[src/rtl/mm_exp_pkg.sv]
// Shared types for the modular-exponentiation sequencer: multiplier op codes and FSM states.
package mm_exp_pkg;

    typedef enum logic [2:0] {
        OP_TOMONT_BASE = 3'd0,
        OP_TOMONT_ONE  = 3'd1,
        OP_SQR         = 3'd2,
        OP_MUL         = 3'd3,
        OP_FROMMONT    = 3'd4
    } mm_op_t;

    typedef enum logic [2:0] {
        ST_IDLE,
        ST_PRE_BASE,
        ST_PRE_ONE,
        ST_SCAN_WAIT,
        ST_SQR,
        ST_MUL,
        ST_POST,
        ST_FIN
    } exp_state_t;

endpackage

[src/rtl/mm_exp_sequencer.sv]
// Left-to-right square-and-multiply scheduler: one Montgomery op per multiplier start/done handshake.
// Next op issues the cycle after mm_done_i; the multiplier paces the run and start_i is ignored while busy.
module mm_exp_sequencer
    import mm_exp_pkg::*;
#(
    parameter int E_WIDTH   = 64,
    parameter int CNT_WIDTH = 16
) (
    input  logic                 clock_i,
    input  logic                 reset_ni,
    input  logic                 start_i,
    input  logic [E_WIDTH-1:0]   exp_i,
    input  logic                 mm_done_i,
    output logic                 mm_start_o,
    output mm_op_t               op_o,
    output logic                 busy_o,
    output logic                 done_o,
    output logic [CNT_WIDTH-1:0] op_count_o
);

    localparam int BW = $clog2(E_WIDTH);
    localparam logic [BW-1:0]        BIT_ONE = BW'(1);
    localparam logic [CNT_WIDTH-1:0] CNT_ONE = CNT_WIDTH'(1);

    exp_state_t         state;
    logic [E_WIDTH-1:0] exp_q;
    logic [BW-1:0]      bit_cnt;
    logic               waiting;

    logic msb;
    logic last_bit;
    logic scan_done;
    logic zero_flag;
    logic scan_active;
    logic op_done;

    // exp_q[MSB] is always the bit being processed; bit_cnt is its index in the original exponent.
    assign msb         = exp_q[E_WIDTH-1];
    assign last_bit    = (bit_cnt == '0);
    assign scan_done   = msb | last_bit;
    assign zero_flag   = ~msb & last_bit;
    assign scan_active = ((state == ST_PRE_BASE) || (state == ST_PRE_ONE) ||
                          (state == ST_SCAN_WAIT)) && !scan_done;
    assign op_done     = waiting & mm_done_i;

    always_ff @(posedge clock_i or negedge reset_ni) begin
        if (!reset_ni) begin
            state      <= ST_IDLE;
            exp_q      <= '0;
            bit_cnt    <= '0;
            waiting    <= 1'b0;
            mm_start_o <= 1'b0;
            op_o       <= OP_TOMONT_BASE;
            busy_o     <= 1'b0;
            done_o     <= 1'b0;
            op_count_o <= '0;
        end else begin
            mm_start_o <= 1'b0;
            done_o     <= 1'b0;
            if (mm_start_o) begin
                waiting <= 1'b1;
            end
            if (scan_active) begin
                exp_q   <= exp_q << 1;
                bit_cnt <= bit_cnt - BIT_ONE;
            end

            unique case (state)
                ST_IDLE: begin
                    if (start_i) begin
                        exp_q      <= exp_i;
                        bit_cnt    <= BW'(E_WIDTH - 1);
                        busy_o     <= 1'b1;
                        state      <= ST_PRE_BASE;
                        op_o       <= OP_TOMONT_BASE;
                        mm_start_o <= 1'b1;
                        waiting    <= 1'b0;
                        op_count_o <= CNT_ONE;
                    end
                end
                ST_PRE_BASE: begin
                    if (op_done) begin
                        state      <= ST_PRE_ONE;
                        op_o       <= OP_TOMONT_ONE;
                        mm_start_o <= 1'b1;
                        waiting    <= 1'b0;
                        op_count_o <= op_count_o + CNT_ONE;
                    end
                end
                // Pre-ops may outrun the leading-zero scan; hold in SCAN_WAIT until it settles.
                ST_PRE_ONE, ST_SCAN_WAIT: begin
                    if (op_done || (state == ST_SCAN_WAIT)) begin
                        if (scan_done) begin
                            state      <= zero_flag ? ST_POST : ST_SQR;
                            op_o       <= zero_flag ? OP_FROMMONT : OP_SQR;
                            mm_start_o <= 1'b1;
                            waiting    <= 1'b0;
                            op_count_o <= op_count_o + CNT_ONE;
                        end else begin
                            state <= ST_SCAN_WAIT;
                        end
                    end
                end
                ST_SQR, ST_MUL: begin
                    if (op_done) begin
                        mm_start_o <= 1'b1;
                        waiting    <= 1'b0;
                        op_count_o <= op_count_o + CNT_ONE;
                        if ((state == ST_SQR) && msb) begin
                            state <= ST_MUL;
                            op_o  <= OP_MUL;
                        end else if (last_bit) begin
                            state <= ST_POST;
                            op_o  <= OP_FROMMONT;
                        end else begin
                            state   <= ST_SQR;
                            op_o    <= OP_SQR;
                            exp_q   <= exp_q << 1;
                            bit_cnt <= bit_cnt - BIT_ONE;
                        end
                    end
                end
                ST_POST: begin
                    if (op_done) begin
                        state   <= ST_FIN;
                        done_o  <= 1'b1;
                        busy_o  <= 1'b0;
                        waiting <= 1'b0;
                    end
                end
                ST_FIN: begin
                    state <= ST_IDLE;
                end
                default: begin
                    state <= ST_IDLE;
                end
            endcase
        end
    end

endmodule

[config.mk]
export PLATFORM = sky130hd
export DESIGN_NAME = mm_exp_sequencer
export DESIGN_NICKNAME = d
export VERILOG_FILES = /design/src/rtl/mm_exp_pkg.sv /design/src/rtl/mm_exp_sequencer.sv
export SDC_FILE = /design/constraint.sdc
export NUM_CORES = 1
export LEC_CHECK = 0
export BUFFER_PORTS_ARGS = -buffer_cell sky130_fd_sc_hd__clkbuf_2
export CORE_MARGIN = 2
export CORE_UTILIZATION = 35
export CTS_CLUSTER_DIAMETER = 200
export DETAILED_ROUTE_END_ITERATION = 10
export GPL_ROUTABILITY_DRIVEN = 0
export GPL_TIMING_DRIVEN = 1
export PLACE_DENSITY = 0.62
export SYNTH_ARGS = -nofsm -noshare
export SYNTH_HDL_FRONTEND = slang
export SYNTH_SLANG_ARGS = --single-unit
[constraint.sdc]
create_clock -name clock_i -period 2.3 [get_ports clock_i]
set_input_delay 0.46 -clock clock_i [delete_from_list [all_inputs] [get_ports clock_i]]
set_output_delay 0.46 -clock clock_i [all_outputs]
set_load 0.02 [all_outputs]
Yosys cells after proc, flatten, opt, wreduce, memory -nomap -nowiden
Index checks and enable logic that the tools add are counted.
W data, S select, Z words.

word-level totals
  bits in registers = 96
  output and inout bits = 22

operators by class
  $add $sub $neg = 2
  equality and inequality tests = 14
  mux-type cells = 51
  bitwise operators = 4
  reductions and logical operators = 19

operators by type and width
  cell                     count
  $mux W64                 5
  $pmux W64 S2             1
  $mux W16                 4
  $pmux W16 S3             1
  $mux W3                  14
  $mux W6                  5
  $pmux W3 S6              1
  $add A16 B1 Y16 const B  1
  $eq A3 B3 Y1 const B     4
  $mux W1                  12
  $ne A2 B2 Y1 const B     6
  $pmux W3 S4              1
  $pmux W6 S2              1
  $reduce_and A5 Y1        2
  $eq A3 B2 Y1 const B     2
  $logic_not A6 Y1         1
  $mux W2                  3
  $pmux W1 S3              2
  $reduce_and A6 Y1        1
  $sub A6 B1 Y6 const B    1
  $reduce_bool A4 Y1       1
  $reduce_or A2 Y1         2
  $reduce_or A4 Y1         1
  $eq A3 B1 Y1 const B     1
  13 further kinds         17

Depth between registers and ports, before layout
  depth in word-level cells = 9
  depth in mapped cells = 10
  depth with buffers taken out = 7

Worst setup path after synthesis
No wires, ideal clock.

  kind = reg-to-reg
  start = register state[2]
  end = register op_count_o[7]
  setup time = 92 ps
  data arrival time = 2154 ps
  required time = 2208 ps
  path slack = 54 ps
  cell stages (with the launch flop) = 11
  buffers on the path = 3
  path through = dfrtp_1 clkbuf_1 inv_1 ha_1 nand2b_1 a21o_2 nand4b_4 or2_1 buf_6 buf_6 o31ai_2

on the way
  word-level cells in the longest chain between the ends = 4
  elaborated cells between the ends (all ways) = 16
  those cells by class = 9 x eq/ne; 1 x mux; 6 x reduce/logical

ends and longest elaborated chain
  item                                                      line                     source
  from (decl)                                               mm_exp_sequencer.sv:25   exp_state_t state;
  from (signal assigned)                                    mm_exp_sequencer.sv:94   state <= zero_flag ? ST_POST : ST_SQR;
  $eq A3 B1 Y1, or another cell as far along                mm_exp_sequencer.sv:68   unique case (state)
  $reduce_or A3 Y1 (no line), or another cell as far along  -
  $ne A2 B1 Y1 (no line), or another cell as far along      -
  $reduce_and A5 Y1 (no line)                               -
  to (signal assigned)                                      mm_exp_sequencer.sv:87   op_count_o <= op_count_o + CNT_ONE;
  to (signal assigned)                                      mm_exp_sequencer.sv:98   op_count_o <= op_count_o + CNT_ONE;
  to (signal assigned)                                      mm_exp_sequencer.sv:108  op_count_o <= op_count_o + CNT_ONE;
  to (decl)                                                 mm_exp_sequencer.sv:18   output logic [CNT_WIDTH-1:0] op_count_o

Several ways; a longest one is shown, not always the timed one.
A chain may end at the register's enable or synchronous reset.

Worst setup path after layout
  start = register bit_cnt[0]
  end = register exp_q[22]

on the way
  word-level cells in the longest chain between the ends = 9
  elaborated cells between the ends (all ways) = 10
  those cells by class = 6 x mux; 1 x bitwise; 3 x reduce/logical

ends and longest elaborated chain
  item                    line                     source
  from (decl)             mm_exp_sequencer.sv:27   logic [BW-1:0] bit_cnt;
  from (signal assigned)  mm_exp_sequencer.sv:65   bit_cnt <= bit_cnt - BIT_ONE;
  from (signal assigned)  mm_exp_sequencer.sv:72   bit_cnt <= BW'(E_WIDTH - 1);
  from (signal assigned)  mm_exp_sequencer.sv:119  bit_cnt <= bit_cnt - BIT_ONE;
  $logic_not A6 Y1 (*)    mm_exp_sequencer.sv:39   assign last_bit = (bit_cnt == '0);
  $or A1 B1 Y1            mm_exp_sequencer.sv:40   assign scan_done = msb | last_bit;
  $logic_not A1 Y1        mm_exp_sequencer.sv:43   (state == ST_SCAN_WAIT)) && !scan_done;
  $logic_and A1 B1 Y1     mm_exp_sequencer.sv:43
  $mux W64                mm_exp_sequencer.sv:63   if (scan_active) begin
  $mux W64                mm_exp_sequencer.sv:112  end else if (last_bit) begin
  $mux W64                mm_exp_sequencer.sv:109  if ((state == ST_SQR) && msb) begin
  $mux W64                mm_exp_sequencer.sv:105  if (op_done) begin
  $pmux W64 S2 (*)        mm_exp_sequencer.sv:68
  to (signal assigned)    mm_exp_sequencer.sv:64   exp_q <= exp_q << 1;
  to (signal assigned)    mm_exp_sequencer.sv:71   exp_q <= exp_i;
  to (signal assigned)    mm_exp_sequencer.sv:118  exp_q <= exp_q << 1;
  to (decl)               mm_exp_sequencer.sv:26   logic [E_WIDTH-1:0] exp_q;

Every way passes the cells marked *; elsewhere a longest branch is shown, timed or not.

==> run summary <==
Status - completed
CTS Hold Bufs - 0
Final cell utilization of the core - 46.4%
Num CTS Buffers - 9
Total GRT Usage - 17.4%
Global-route wire length before repair - 20700 µm
Synth async-reset ratio - 100%
N_diodes - 0
Row cnt - 43
Clock Skew - 0.00911 ns
FF-to-FF End - exp_q[22]
Die width - 123 µm
Hpwl dp - 8310 µm
Crit end category - flop
Cells after Synth - 461
Synth Area per Inst - 10.8 µm²
Final setup fails - 0
Fin. max-slew vios - 0
Hold Slack - 0.0314 ns
FF-to-FF path depth - 10
CP Max Fanout - 7
FILL cells - 1278
CP bufs+invs - 4
Tightest Pin Transition - 0.693 ns
Fmax - 447 MHz
Crit path max-delay cell type - or4b_4
Residual DRC count - 0
Main synth FF type - dfrtp_1
Clock Path Buffers - 2
Mapped Area - 0.00499 mm²
Mapped Nets - 536
Post-synth EDFFs - 0
Pre-CTS WS - -0.161 ns
Pleak - 0.00330 µW
Most used cell, CP - buf_6
Gr ovfl total - 0
Router iterations before antenna repair - 6
Max-cap viol count - 0
Yosys warning count - 0
Final Hold Violating Endpoints - 0
Die area - 0.0152 mm²
Initial DRC count - 249
Vias in the first global route - 4065
Layout cells sized above 1 - 32.0%
PortBufs - 89
Core Box Area - 0.0139 mm²
Tot Pwr - 10100 µW
R2r setup slk - 0.06 ns
CTS Root Cell - clkbuf_16
Post-synthesis sequential area ratio - 48.1%
H-Tree Level Count - 3
Final Critical Period - 2.24 ns
Slew headroom - 53.8%
Type of origin of the critical path - flop
Final WL - 13500 µm
Crit share post-route - 97.4%
Pwr Density - 1560 mW/mm²
CP peak stage delay - 0.47 ns
Vias - 4271
Largest net degree at the start of global routing - 69
Crit Path Class - flop to flop
Via density - 5.56
Yosys reg bits - 96
Critical-path cell list - inv_2, ha_4, or4b_4, buf_6, nor2_4, buf_6, a21oi_4, buf_12, a22o_1, a21o_1
Min-Delay Path Class - input port to asynchronous set/reset pin
# nets final - 658
Drt wl/cell - 17.6 µm
Antenna viol nets, final - 0
# clock sinks - 96
CTS tree - yes
Reg2reg start - bit_cnt[0]
Die Y - 123 µm
P&R area growth vs syn - 29.3%
Worst-skew pair later-pin latency - 0.35 ns
Netlist cell types - 61
Peak VDD IR - 591 µV
Initial cell density of the core - 35.8%
I/O Pins - 90
Final WS setup - 0.0607 ns
Clk slew on worst S/H paths - 0.07 ns
WP data arrival - 2.48 ns
Top delay family on crit path - simple AND/OR/NAND/NOR gates
Initial antenna violation count - 0
Worst Path Required - 2.54 ns
-- repair_timing --
item / in CTS / in global routing
resized for setup: 3 / 9
pin swaps: 3 / 7
endpoints found under the setup margin: 63 / 72
cloned: 3 / 7
buffers inserted: 0 / 11
-- worst max-delay path by stage --
stage	startpoint	slack, ns	cells past startpoint	to
floorplan	state[2]	0.05	10	op_count_o[7]
global placement	bit_cnt[0]	-0.1	7	exp_q[0]
detailed placement	bit_cnt[1]	-0.16	7	exp_q[0]
CTS	bit_cnt[1]	0.0001	10	exp_q[22]
global route	bit_cnt[0]	-0.02	10	exp_q[22]
finish	bit_cnt[0]	0.06	10	exp_q[22]
-- placed cells by master, fill, tap and decap left out, types with 6 or more instances in the layout --
cell type / instances
dfrtp_1: 95
clkbuf_2: 88
a22o_1: 65
a21o_1: 64
buf_4: 33
o21ai_0: 26
nand2_1: 21
nor2_1: 16
a21oi_1: 16
clkbuf_16: 13
inv_1: 10
buf_12: 10
nand3_1: 8
o31ai_2: 7
nor2b_1: 6
nand4_1: 6
nand2b_1: 6
ha_1: 6
-- power by group --
part	internal, µW	switching [µW]	leakage (µW)
Clock	916	679	0.000156
Sequential	2390	428	0.00121
Combinational	2830	2850	0.00193
-- Yosys cell counts (5+ instances only) --
master | instances | area, µm²
nand2_1 | 21 | 78.8
a21oi_1 | 17 | 85.1
ha_1 | 7 | 87.6
nand3_1 | 8 | 40.0
inv_1 | 12 | 45.0
a31oi_1 | 5 | 31.3
buf_2 | 10 | 50.1
o31ai_2 | 7 | 87.6
nor2b_1 | 6 | 37.5
nor2_1 | 16 | 60.1
dfrtp_1 | 96 | 2400
clkbuf_1 | 12 | 45.0
nand4_1 | 6 | 37.5
buf_6 | 9 | 101
a21o_1 | 64 | 480
o21ai_0 | 26 | 130
a22o_1 | 65 | 569
nand2b_1 | 6 | 37.5
-- routing by layer --
layer	vias up	routed length [µm]	track usage, %
li1	2008	-	-
met1	2134	6190	24.2
met2	116	6560	27.6
met3	13	607	3.27
met4	0	159	5.11
met5	-	0	0
-- through the flow --
stage,std cells,instance area [µm²],TNS (ns)
6_report,768,6460,0
5_1_grt,768,6460,-0.141
2_1_floorplan,461,4990,0
3_3_place_gp,731,5770,-5.07
4_1_cts,750,6140,0
3_5_place_dp,731,5770,-8.76
-- final cells by class --
type                            count  area (µm²)  area share, %
Tap cell                          180         225           3.49
Multi-Input combinational cell    325        2430           37.7
Sequential cell                    96        2400           37.2
Timing Repair Buffer              139        1030           16.0
Clock inverter                      4        63.8          0.988
Inverter                           12        45.0          0.697
Clock buffer                       12         256           3.97
-- worst register-to-register path, stage by stage (launching register included) --
cell and delay (ns):
dfrtp_1 0.39, inv_2 0.08, ha_4 0.13, or4b_4 0.47, buf_6 0.14, nor2_4 0.13, buf_6 0.15, a21oi_4 0.09
buf_12 0.19, a22o_1 0.20, a21o_1 0.16
-- cells by family (layout without fill, tap and decap cells) --
| logic type | after synthesis | after routing | synth area share (%) |
|---|---|---|---|
| xor+xnor | 3 | 3 | 0.526 |
| mux | 3 | 3 | 0.651 |
| flops | 96 | 96 | 48.1 |
| fa+ha+maj | 7 | 7 | 1.75 |
| buf+inv | 44 | 167 | 4.91 |
| compound gates | 218 | 219 | 33.2 |
| simple gates | 90 | 93 | 10.8 |
-- flip-flops by register name, indices dropped and copies added, names as in the netlist --
register    count
bit_cnt         6
busy_o          1
done_o          1
exp_q          64
mm_start_o      1
op_count_o     16
op_o            3
state           3
waiting         1
(Power assumes the default switching activity.)
